`src/rtl/ervp_trigger_event_ctrl_if.sv`:
```
// Purpose: configuration, trigger and status bundle for the trigger event controller.
// Latency: wires only; no storage.
// Backpressure: none; every field is a level or a single-cycle strobe.
interface ervp_trigger_event_ctrl_if #(
    parameter int BW_COUNT   = 16,
    parameter int BW_HOLDOFF = 16
);
    logic                  enable;
    logic                  mode_periodic;
    logic [BW_COUNT-1:0]   target_count;
    logic [BW_HOLDOFF-1:0] holdoff_cycles;
    logic                  sw_clear;
    logic                  triggered;
    logic                  checker_clear;
    logic                  event_pulse;
    logic                  irq;
    logic [BW_COUNT-1:0]   event_count;
    logic [1:0]            status;

    // Side that configures the block and observes its results.
    modport master (
        output enable, mode_periodic, target_count, holdoff_cycles, sw_clear, triggered,
        input  checker_clear, event_pulse, irq, event_count, status
    );

    // The controller itself.
    modport slave (
        input  enable, mode_periodic, target_count, holdoff_cycles, sw_clear, triggered,
        output checker_clear, event_pulse, irq, event_count, status
    );
endinterface

```
`src/rtl/ervp_trigger_event_ctrl.sv`:
```
// Purpose: counts accepted trigger matches and raises an event (pulse, irq, counter) at target.
// Latency: event_pulse/irq/event_count update one cycle after the completing trigger; checker_clear is combinational.
// Backpressure: none; triggers outside ARMED are dropped and the upstream checker is held cleared.
module ervp_trigger_event_ctrl #(
    parameter int BW_COUNT   = 16,
    parameter int BW_HOLDOFF = 16
) (
    input  logic                     clk,
    input  logic                     rstnn,
    ervp_trigger_event_ctrl_if.slave bus
);

    typedef enum logic [1:0] {
        ST_IDLE    = 2'd0,
        ST_ARMED   = 2'd1,
        ST_HOLDOFF = 2'd2,
        ST_DONE    = 2'd3
    } state_t;

    localparam logic [BW_COUNT:0]     TGT_ONE  = (BW_COUNT+1)'(1);
    localparam logic [BW_COUNT-1:0]   CNT_ONE  = BW_COUNT'(1);
    localparam logic [BW_HOLDOFF-1:0] HOLD_ONE = BW_HOLDOFF'(1);

    state_t                state_q;
    logic [BW_COUNT-1:0]   match_cnt_q;
    logic [BW_COUNT-1:0]   event_count_q;
    logic [BW_HOLDOFF-1:0] holdoff_cnt_q;
    logic                  irq_q;
    logic                  event_pulse_q;

    logic [BW_COUNT:0]     eff_target_d;
    logic [BW_COUNT:0]     match_plus1_d;
    logic                  target_hit_d;
    logic [BW_COUNT-1:0]   event_count_d;

    // Match arithmetic is one bit wider so a full counter plus one cannot wrap.
    always_comb begin
        eff_target_d  = (bus.target_count == '0) ? TGT_ONE : {1'b0, bus.target_count};
        match_plus1_d = {1'b0, match_cnt_q} + TGT_ONE;
        target_hit_d  = (match_plus1_d >= eff_target_d);
        event_count_d = (&event_count_q) ? event_count_q : event_count_q + CNT_ONE;
    end

    // Control FSM; priority is enable, then sw_clear, then triggered.
    always_ff @(posedge clk or negedge rstnn) begin
        if (!rstnn) begin
            state_q       <= ST_IDLE;
            match_cnt_q   <= '0;
            holdoff_cnt_q <= '0;
            event_count_q <= '0;
            irq_q         <= 1'b0;
            event_pulse_q <= 1'b0;
        end else begin
            event_pulse_q <= 1'b0;
            if (!bus.enable) begin
                // Disabling parks the block but keeps irq and the event history.
                state_q     <= ST_IDLE;
                match_cnt_q <= '0;
            end else if (bus.sw_clear) begin
                state_q       <= ST_ARMED;
                match_cnt_q   <= '0;
                event_count_q <= '0;
                irq_q         <= 1'b0;
            end else begin
                case (state_q)
                    ST_IDLE: begin
                        state_q <= ST_ARMED;
                    end
                    ST_ARMED: begin
                        if (bus.triggered) begin
                            if (!target_hit_d) begin
                                match_cnt_q <= match_plus1_d[BW_COUNT-1:0];
                            end else begin
                                match_cnt_q   <= '0;
                                event_pulse_q <= 1'b1;
                                irq_q         <= 1'b1;
                                event_count_q <= event_count_d;
                                if (bus.mode_periodic) begin
                                    state_q       <= ST_HOLDOFF;
                                    holdoff_cnt_q <= bus.holdoff_cycles;
                                end else begin
                                    state_q <= ST_DONE;
                                end
                            end
                        end
                    end
                    ST_HOLDOFF: begin
                        // Counter reads holdoff_cycles..0, giving holdoff_cycles+1 cycles here.
                        if (holdoff_cnt_q == '0) begin
                            state_q <= ST_ARMED;
                        end else begin
                            holdoff_cnt_q <= holdoff_cnt_q - HOLD_ONE;
                        end
                    end
                    default: begin
                        state_q <= ST_DONE;
                    end
                endcase
            end
        end
    end

    // Upstream checker restarts after every accepted match and stays cleared outside ARMED.
    always_comb begin
        bus.checker_clear = (state_q != ST_ARMED) || bus.triggered;
    end

    assign bus.event_pulse = event_pulse_q;
    assign bus.irq         = irq_q;
    assign bus.event_count = event_count_q;
    assign bus.status      = state_q;

endmodule

```
`src/flat_wrapper.sv`:
```
// flat-port wrapper written by rule: the top's interface ports become plain ports
module ervp_trigger_event_ctrl_flat 
#(
    parameter int BW_COUNT   = 16,
    parameter int BW_HOLDOFF = 16
)
  (clk, rstnn, bus_enable, bus_mode_periodic, bus_target_count, bus_holdoff_cycles, bus_sw_clear, bus_triggered, bus_checker_clear, bus_event_pulse, bus_irq, bus_event_count, bus_status);
  ervp_trigger_event_ctrl_if #(.BW_COUNT(BW_COUNT), .BW_HOLDOFF(BW_HOLDOFF)) bus_i ();
  input  logic clk;
  input  logic rstnn;
  input wire logic [$bits(bus_i.enable)-1:0] bus_enable;
  input wire logic [$bits(bus_i.mode_periodic)-1:0] bus_mode_periodic;
  input wire logic [$bits(bus_i.target_count)-1:0] bus_target_count;
  input wire logic [$bits(bus_i.holdoff_cycles)-1:0] bus_holdoff_cycles;
  input wire logic [$bits(bus_i.sw_clear)-1:0] bus_sw_clear;
  input wire logic [$bits(bus_i.triggered)-1:0] bus_triggered;
  output wire logic [$bits(bus_i.checker_clear)-1:0] bus_checker_clear;
  output wire logic [$bits(bus_i.event_pulse)-1:0] bus_event_pulse;
  output wire logic [$bits(bus_i.irq)-1:0] bus_irq;
  output wire logic [$bits(bus_i.event_count)-1:0] bus_event_count;
  output wire logic [$bits(bus_i.status)-1:0] bus_status;
  assign bus_i.enable = bus_enable;
  assign bus_i.mode_periodic = bus_mode_periodic;
  assign bus_i.target_count = bus_target_count;
  assign bus_i.holdoff_cycles = bus_holdoff_cycles;
  assign bus_i.sw_clear = bus_sw_clear;
  assign bus_i.triggered = bus_triggered;
  assign bus_checker_clear = bus_i.checker_clear;
  assign bus_event_pulse = bus_i.event_pulse;
  assign bus_irq = bus_i.irq;
  assign bus_event_count = bus_i.event_count;
  assign bus_status = bus_i.status;
  ervp_trigger_event_ctrl #(.BW_COUNT(BW_COUNT), .BW_HOLDOFF(BW_HOLDOFF)) u_core (.clk(clk), .rstnn(rstnn), .bus(bus_i));
endmodule
```
`config.mk`:
```
export PLATFORM = sky130hd
export DESIGN_NAME = ervp_trigger_event_ctrl_flat
export DESIGN_NICKNAME = d
export VERILOG_FILES = /design/src/rtl/ervp_trigger_event_ctrl_if.sv /design/src/rtl/ervp_trigger_event_ctrl.sv /design/src/flat_wrapper.sv
export SDC_FILE = /design/constraint.sdc
export NUM_CORES = 1
export LEC_CHECK = 0
export BUFFER_PORTS_ARGS = -buffer_cell sky130_fd_sc_hd__buf_2
export CAP_MARGIN = 20
export CORE_ASPECT_RATIO = 1.1
export CORE_MARGIN = 2
export CORE_UTILIZATION = 62
export DETAILED_ROUTE_END_ITERATION = 12
export HOLD_SLACK_MARGIN = 0.02
export PLACE_DENSITY_LB_ADDON = 0.3
export RECOVER_POWER = 100
export SYNTH_ARGS = -nofsm -noshare
export SYNTH_HDL_FRONTEND = slang
export SYNTH_SLANG_ARGS = --single-unit
```
`constraint.sdc`:
```
create_clock -name clk -period 8.3 [get_ports clk]
set_input_delay 1.66 -clock clk [delete_from_list [all_inputs] [get_ports clk]]
set_output_delay 1.66 -clock clk [all_outputs]
set_load 0.005 [all_outputs]
```
==> flow_metrics.py, run 1 <==
metrics = {
    "finish": {
        "finalInstanceArea_um2": 4020,
        "final_cells": 549,
        "mostFrequentLayoutCells": "dfrtp_1, buf_2, nor2_1",
        "drive_gt1_share_pct": 15.5,
        "n_fill_cell": 490,
        "layout_commonest_cell": "dfrtp_1",
        "multi_input_area_um2": 2160,
        "n_antenna_cell": 0,
        "area_growth_pct": 8.80,
        "ff_latch_area_um2": 1300,
        "finalCoreUtilization_pct": 69.7,
        "layout.nets": 529,
    },
    "cts": {
        "htree_levels": 2,
        "numCtsBuffers": 5,
        "cts_tree": "built",
        "insertion_delay_ps": 300,
        "cts_hold_buf": 0,
        "post_cts_buffers": 0,
        "cts_resized": 0,
        "cts.clk_slew.worst_paths_ps": 90,
        "clock-sinks": 52,
        "clk_path_buf_depth": 2,
        "cts_root_buffer": "clkbuf_8",
    },
    "floorplan": {
        "ios": 59,
        "dieArea_um2": 6600,
        "die_w_um": 77.6,
        "rows": 29,
        "start_util_pct": 64.1,
        "die-height_um": 85.0,
        "fp.coreArea_um2": 5770,
    },
    "worst_setup_path": {
        "cp_max_fo": 14,
        "required_ps": 8420,
        "r2r_cells": 12,
        "slowest_stage": "nor3_1",
        "crit_end": "u_core.holdoff_cnt_q[13]",
        "start_kind": "flip-flop",
        "r2r-start": "u_core.match_cnt_q[2]",
        "critPathArrivalTime_ps": 5190,
        "critPathTopFamily": "simple AND/OR/NAND/NOR gates",
        "crit_chain": "nand3_1 > nor4_1 > and3_1 > and3_1 > xor2_1 > ha_1 > nand3_1 > nor4_1 > a32o_1 > a211oi_1 > nor3_1 > o221ai_1",
        "worstSetupPathType": "flip-flop to flip-flop",
        "crit_buf_inv": 0,
        "crit-reg2reg-capture": "u_core.holdoff_cnt_q[13]",
        "crit_cells": 12,
        "startpoint": "u_core.match_cnt_q[2]",
        "cp-end-kind": "flip-flop",
        "reg2reg_slack_ps": 3230,
        "cpPeakStageDelay_ps": 1310,
    },
    "timing": {
        "min_period_ps": 5070,
        "relSlewSlack_pct": -87.2,
        "fin_hold_ws_ps": 524,
        "hold_violations": 0,
        "skew_ps": 5.34,
        "timing.final.ws_setup_ps": 3230,
        "setup_viol": 0,
        "tns_ps": 0,
        "min_period_over_period_pct": 61.1,
        "slew_violations": 68,
        "fmax_ghz": 0.197,
        "rsz0062_at_grt": "no",
        "tightest_slew_ps": 2810,
    },
    "global_routing": {
        "antenna_found_initial": 0,
        "grt_pass1_wl_um": 14900,
        "grtUsageTotal_pct": 27.8,
        "grt_max_degree": 53,
        "grt_overflow_total": 0,
        "grt_pass1_vias": 3253,
    },
    "logic_synthesis": {
        "synth_cells": 420,
        "synth_ff_type": "dfrtp_1",
        "yosysWarnings": 0,
        "syn_area_per_cell_um2": 8.80,
        "ys_ff_latch": 52,
        "synth_top_area_cell": "dfrtp_1",
        "synth-edff-count": 0,
        "synth-seq-area-share_pct": 35.2,
        "synth.top_cell.area_share_pct": 35.2,
        "async_flop_share_pct": 100,
        "syn_nets": 477,
        "syn_area_um2": 3700,
        "ys_types": 71,
        "synthTopCellsByArea": "dfrtp_1, ha_1, a21oi_1, nor2_1, o21ai_0",
    },
    "power_and_ir_drop": {
        "ir_drop_mv": 0.0948,
        "power.density_nw_per_um2": 115,
        "p_leak_nw": 1.92,
        "finalPower_mw": 0.461,
    },
    "drt": {
        "num_vias": 3530,
        "routed_wl_um": 8850,
        "drc": 0,
        "initialDrtViolationCount": 273,
        "antenna_left": 0,
        "vias_per_cell": 6.43,
        "wl_per_cell_um": 16.1,
        "dr.pass1.iters": 5,
    },
    "placement": {
        "place_congestion": 0.833,
        "dp_slack_ps": 3960,
        "placed_area_um2": 4010,
        "dp.cells": 541,
        "place_hpwl_um": 6430,
        "port_buffers": 58,
    },
    "run_status": {
        "violations": "max-capacitance violations, max-slew violations",
        "status": "finished, violations left",
    },
    "job": {
        "drv_cap": 2,
    },
    "worst_hold_path": {
        "hold_class": "flip-flop to flip-flop",
    },
}
[worst reg2reg max path, stage by stage (launching register included)]
cell      delay [ps]
dfrtp_1          480
nand3_1          230
nor4_1           800
and3_1           340
and3_1           230
xor2_1            90
ha_1             280
nand3_1          120
nor4_1           300
a32o_1           230
a211oi_1         170
nor3_1          1310
o221ai_1         310
[worst min path at each step]
| stage | from | cells after the start | end | slack, ps |
|---|---|---|---|---|
| 2_1_floorplan | u_core.holdoff_cnt_q[0] | 1 | u_core.holdoff_cnt_q[0] | 480 |
| 3_3_place_gp | u_core.holdoff_cnt_q[0] | 1 | u_core.holdoff_cnt_q[0] | 500 |
| 3_5_place_dp | u_core.holdoff_cnt_q[0] | 1 | u_core.holdoff_cnt_q[0] | 510 |
| 4_1_cts | u_core.match_cnt_q[13] | 1 | u_core.match_cnt_q[13] | 530 |
| 5_1_grt | u_core.holdoff_cnt_q[0] | 1 | u_core.holdoff_cnt_q[0] | 540 |
| 6_report | u_core.match_cnt_q[13] | 1 | u_core.match_cnt_q[13] | 520 |
[layer usage]
| metal | GRT usage, % | share of wire (%) | up-vias |
|---|---|---|---|
| met4 | 6.01 | 1.2 | 0 |
| met1 | 38.0 | 43 | 1701 |
| li1 | - | - | 1684 |
| met3 | 3.62 | 5.3 | 13 |
| met5 | 0 | 0 | - |
| met2 | 47.3 | 50 | 132 |
[power by group]
part | leakage [nW] | switching [mW] | internal (mW)
sequential | 0.709 | 0.00786 | 0.258
combinational | 1.17 | 0.0333 | 0.0225
clock | 0.0410 | 0.0814 | 0.0576
[sequential cells by signal, indices dropped and copies added (netlist names)]
name                    cells
u_core.match_cnt_q         16
u_core.bus.status           2
u_core.bus.event_pulse      1
u_core.bus.event_count     16
u_core.holdoff_cnt_q       16
u_core.bus.irq              1
[logic make-up (layout without fill, tap and decap cells)]
family          count (synthesis)  in the layout  share of synthesized area (%)
flops                          52             52                           35.2
compound gates                134            134                           25.2
xor+xnor                       14             14                           3.32
mux                             3              3                          0.846
simple gates                  157            157                           23.7
buf+inv                        41             93                           5.28
fa+ha+maj                      19             19                           6.43
[cell usage after synthesis, types with 3 or more instances]
cell and instances:
o21ai_0 24, o22ai_1 7, o221ai_1 4, nand2_1 16, inv_1 23, a21oi_1 37
o21a_1 4, and3_1 7, a41oi_1 3, o32a_1 3, dfrtp_1 52, a31oi_1 11
buf_2 5, o31ai_1 6, nand2b_1 10, nor4_1 9, nor3_1 10, or4_1 9
a22oi_1 3, xnor2_1 9, xor2_1 5, nand4_1 8, clkbuf_1 7, ha_1 19
or3_1 8, a21o_1 3, nand3_1 20, nor2_1 39, a22o_1 7
[final cells by class]
| class | instances | share of cell area, % |
|---|---|---|
| multi-input combinational | 327 | 53.6 |
| tap | 77 | 2.40 |
| timing repair buffer | 63 | 7.59 |
| sequential | 52 | 32.3 |
| inverter | 23 | 2.15 |
| clock inverter | 1 | 0.124 |
| clock buffer | 6 | 1.80 |
Note: power is estimated with default switching activity, not from simulation.
==> inputs of run 2 (changes only) <==
--- a/config.mk
+++ b/config.mk
@@ -9,7 +9,7 @@
 export CAP_MARGIN = 20
 export CORE_ASPECT_RATIO = 1.1
 export CORE_MARGIN = 2
-export CORE_UTILIZATION = 62
+export CORE_UTILIZATION = 57
 export DETAILED_ROUTE_END_ITERATION = 12
 export HOLD_SLACK_MARGIN = 0.02
 export PLACE_DENSITY_LB_ADDON = 0.3
==> constraint.sdc (replaced) <==
create_clock -name clk -period 4.8 [get_ports clk]
set_input_delay 0.96 -clock clk [delete_from_list [all_inputs] [get_ports clk]]
set_output_delay 0.96 -clock clk [all_outputs]
set_load 0.005 [all_outputs]
==> flow_metrics.py, run 2 (synthesis results as in run 1) <==
metrics = {
    "power_and_ir_drop": {
        "clkPwrFrac_pct": 30.7,
        "p_sw_mw": 0.219,
        "combPwrFrac_pct": 12.2,
        "p_int_mw": 0.585,
        "switching_share_pct": 27.2,
        "p_leak_nw": 1.93,
        "ir_drop_mv": 0.146,
        "power.density_nw_per_um2": 199,
        "power_frac_seq_pct": 57.2,
    },
    "global_routing": {
        "antenna_found_initial": 0,
        "grt_pass1_vias": 3179,
        "grtUsageTotal_pct": 26.0,
        "grt_pass1_wl_um": 14600,
        "grt_max_degree": 53,
        "grt_overflow_total": 0,
    },
    "drt": {
        "antenna_left": 0,
        "vias_per_cell": 6.34,
        "routed_wl_um": 8840,
        "dr.pass1.iters": 5,
        "drc": 0,
        "initialDrtViolationCount": 177,
        "wl_per_cell_um": 16.0,
        "num_vias": 3504,
    },
    "worst_hold_path": {
        "hold_class": "flip-flop to flip-flop",
        "hold_depth": 1,
    },
    "worst_setup_path": {
        "start_kind": "flip-flop",
        "r2r_cells": 12,
        "required_ps": 4970,
        "worstSetupPathType": "flip-flop to flip-flop",
        "cp_max_fo": 12,
        "critPathArrivalTime_ps": 4380,
        "cp-end-kind": "flip-flop",
    },
    "cts": {
        "cts_resized": 0,
        "insertion_delay_ps": 310,
        "cts_tree": "built",
        "post_cts_buffers": 0,
        "cts_root_buffer": "clkbuf_8",
        "clk_path_buf_depth": 2,
        "cts.clk_slew.worst_paths_ps": 90,
        "numCtsBuffers": 5,
        "clock-sinks": 52,
        "htree_levels": 2,
        "cts_hold_buf": 0,
    },
    "finish": {
        "ff_latch_area_um2": 1300,
        "mostFrequentLayoutCells": "dfrtp_1, buf_2, nor2_1",
        "n_antenna_cell": 0,
        "finalCoreUtilization_pct": 65.0,
        "area_growth_pct": 9.48,
        "drive_gt1_share_pct": 15.9,
        "layout_commonest_cell": "dfrtp_1",
        "layout.nets": 530,
        "final_cells": 553,
        "multi_input_area_um2": 2170,
        "n_fill_cell": 573,
    },
    "timing": {
        "timing.final.ws_setup_ps": 596,
        "fmax_ghz": 0.238,
        "skew_ps": 6.98,
        "tns_ps": 0,
        "slew_violations": 53,
        "tightest_slew_ps": 2890,
        "rsz0062_at_grt": "no",
        "hold_violations": 0,
        "setup_viol": 0,
        "relSlewSlack_pct": -92.9,
        "min_period_ps": 4200,
        "min_period_over_period_pct": 87.6,
    },
    "job": {
        "drv_cap": 1,
    },
    "floorplan": {
        "fp.coreArea_um2": 6230,
        "die-height_um": 88.5,
        "die_w_um": 80.8,
        "ios": 59,
        "rows": 30,
        "start_util_pct": 59.3,
        "dieArea_um2": 7150,
    },
    "placement": {
        "port_buffers": 58,
        "place_congestion": 0.864,
        "dp_slack_ps": 807,
        "place_hpwl_um": 6410,
        "dp.cells": 546,
    },
    "run_status": {
        "violations": "max-capacitance violations, max-slew violations",
        "status": "finished, violations left",
    },
}
-- run 2: cell types whose count changed in the layout (fill, tap and decap cells not counted) --
cell | before | now
a211oi_2 | 0 | 1
a211oi_1 | 1 | 0
nor3_1 | 11 | 10
a32o_2 | 0 | 1
buf_2 | 49 | 45
buf_4 | 2 | 5
clkbuf_1 | 13 | 15
a32o_1 | 1 | 0
nor3_2 | 0 | 1
-- run 2: final timing paths --
check,startpoint,end,slack (ps)
worst max-delay path,u_core.match_cnt_q[2],u_core.holdoff_cnt_q[11],600
worst min-delay path,u_core.holdoff_cnt_q[0],u_core.holdoff_cnt_q[0],530
worst max register to register,u_core.match_cnt_q[2],u_core.holdoff_cnt_q[11],600
worst min register to register,u_core.holdoff_cnt_q[0],u_core.holdoff_cnt_q[0],530
max in group asynchronous,rstnn,u_core.bus.status[0],1500
min in group asynchronous,rstnn,u_core.holdoff_cnt_q[8],1680
-- run 2: cell type report --
type,instances,area share (%)
Clock inverter,1,0.124
Sequential cell,52,32.1
Inverter,23,2.13
Multi-Input combinational cell,327,53.5
Timing Repair Buffer,64,7.79
Clock buffer,6,1.79
Tap cell,80,2.47
-- run 2: metrics by stage --
step	power, mW	hold WS (ps)	area, um2
2_1_floorplan	0.518	476	3700
5_1_grt	0.837	528	4050
4_1_cts	0.807	522	4100
6_report	0.804	526	4050
3_5_place_dp	0.567	509	4020
3_3_place_gp	0.564	503	4020
-- run 2: critical path, cell delays in order (launching register included) --
cell	delay [ps]
dfrtp_1	470
nand3_1	220
nor4_1	690
and3_1	330
and3_1	230
xor2_1	170
ha_1	250
nand3_1	100
nor4_1	70
a32o_2	250
a211oi_2	560
o31a_1	540
o22ai_1	180
-- run 2: power groups by stage --
stage	Combinational, mW	Sequential [mW]	Clock, mW
6_report	0.0977	0.460	0.246
3_5_place_dp	0.0993	0.468	0
2_1_floorplan	0.0519	0.466	0
4_1_cts	0.0997	0.459	0.248
3_3_place_gp	0.0964	0.467	0
5_1_grt	0.110	0.462	0.265
-- run 2: layer usage --
layer,track usage (%),vias up,part of all wire [%]
met5,0,-,0
met4,8.32,0,1.5
met2,44.5,143,50
li1,-,1697,-
met1,34.6,1654,43
met3,3.16,10,6.1
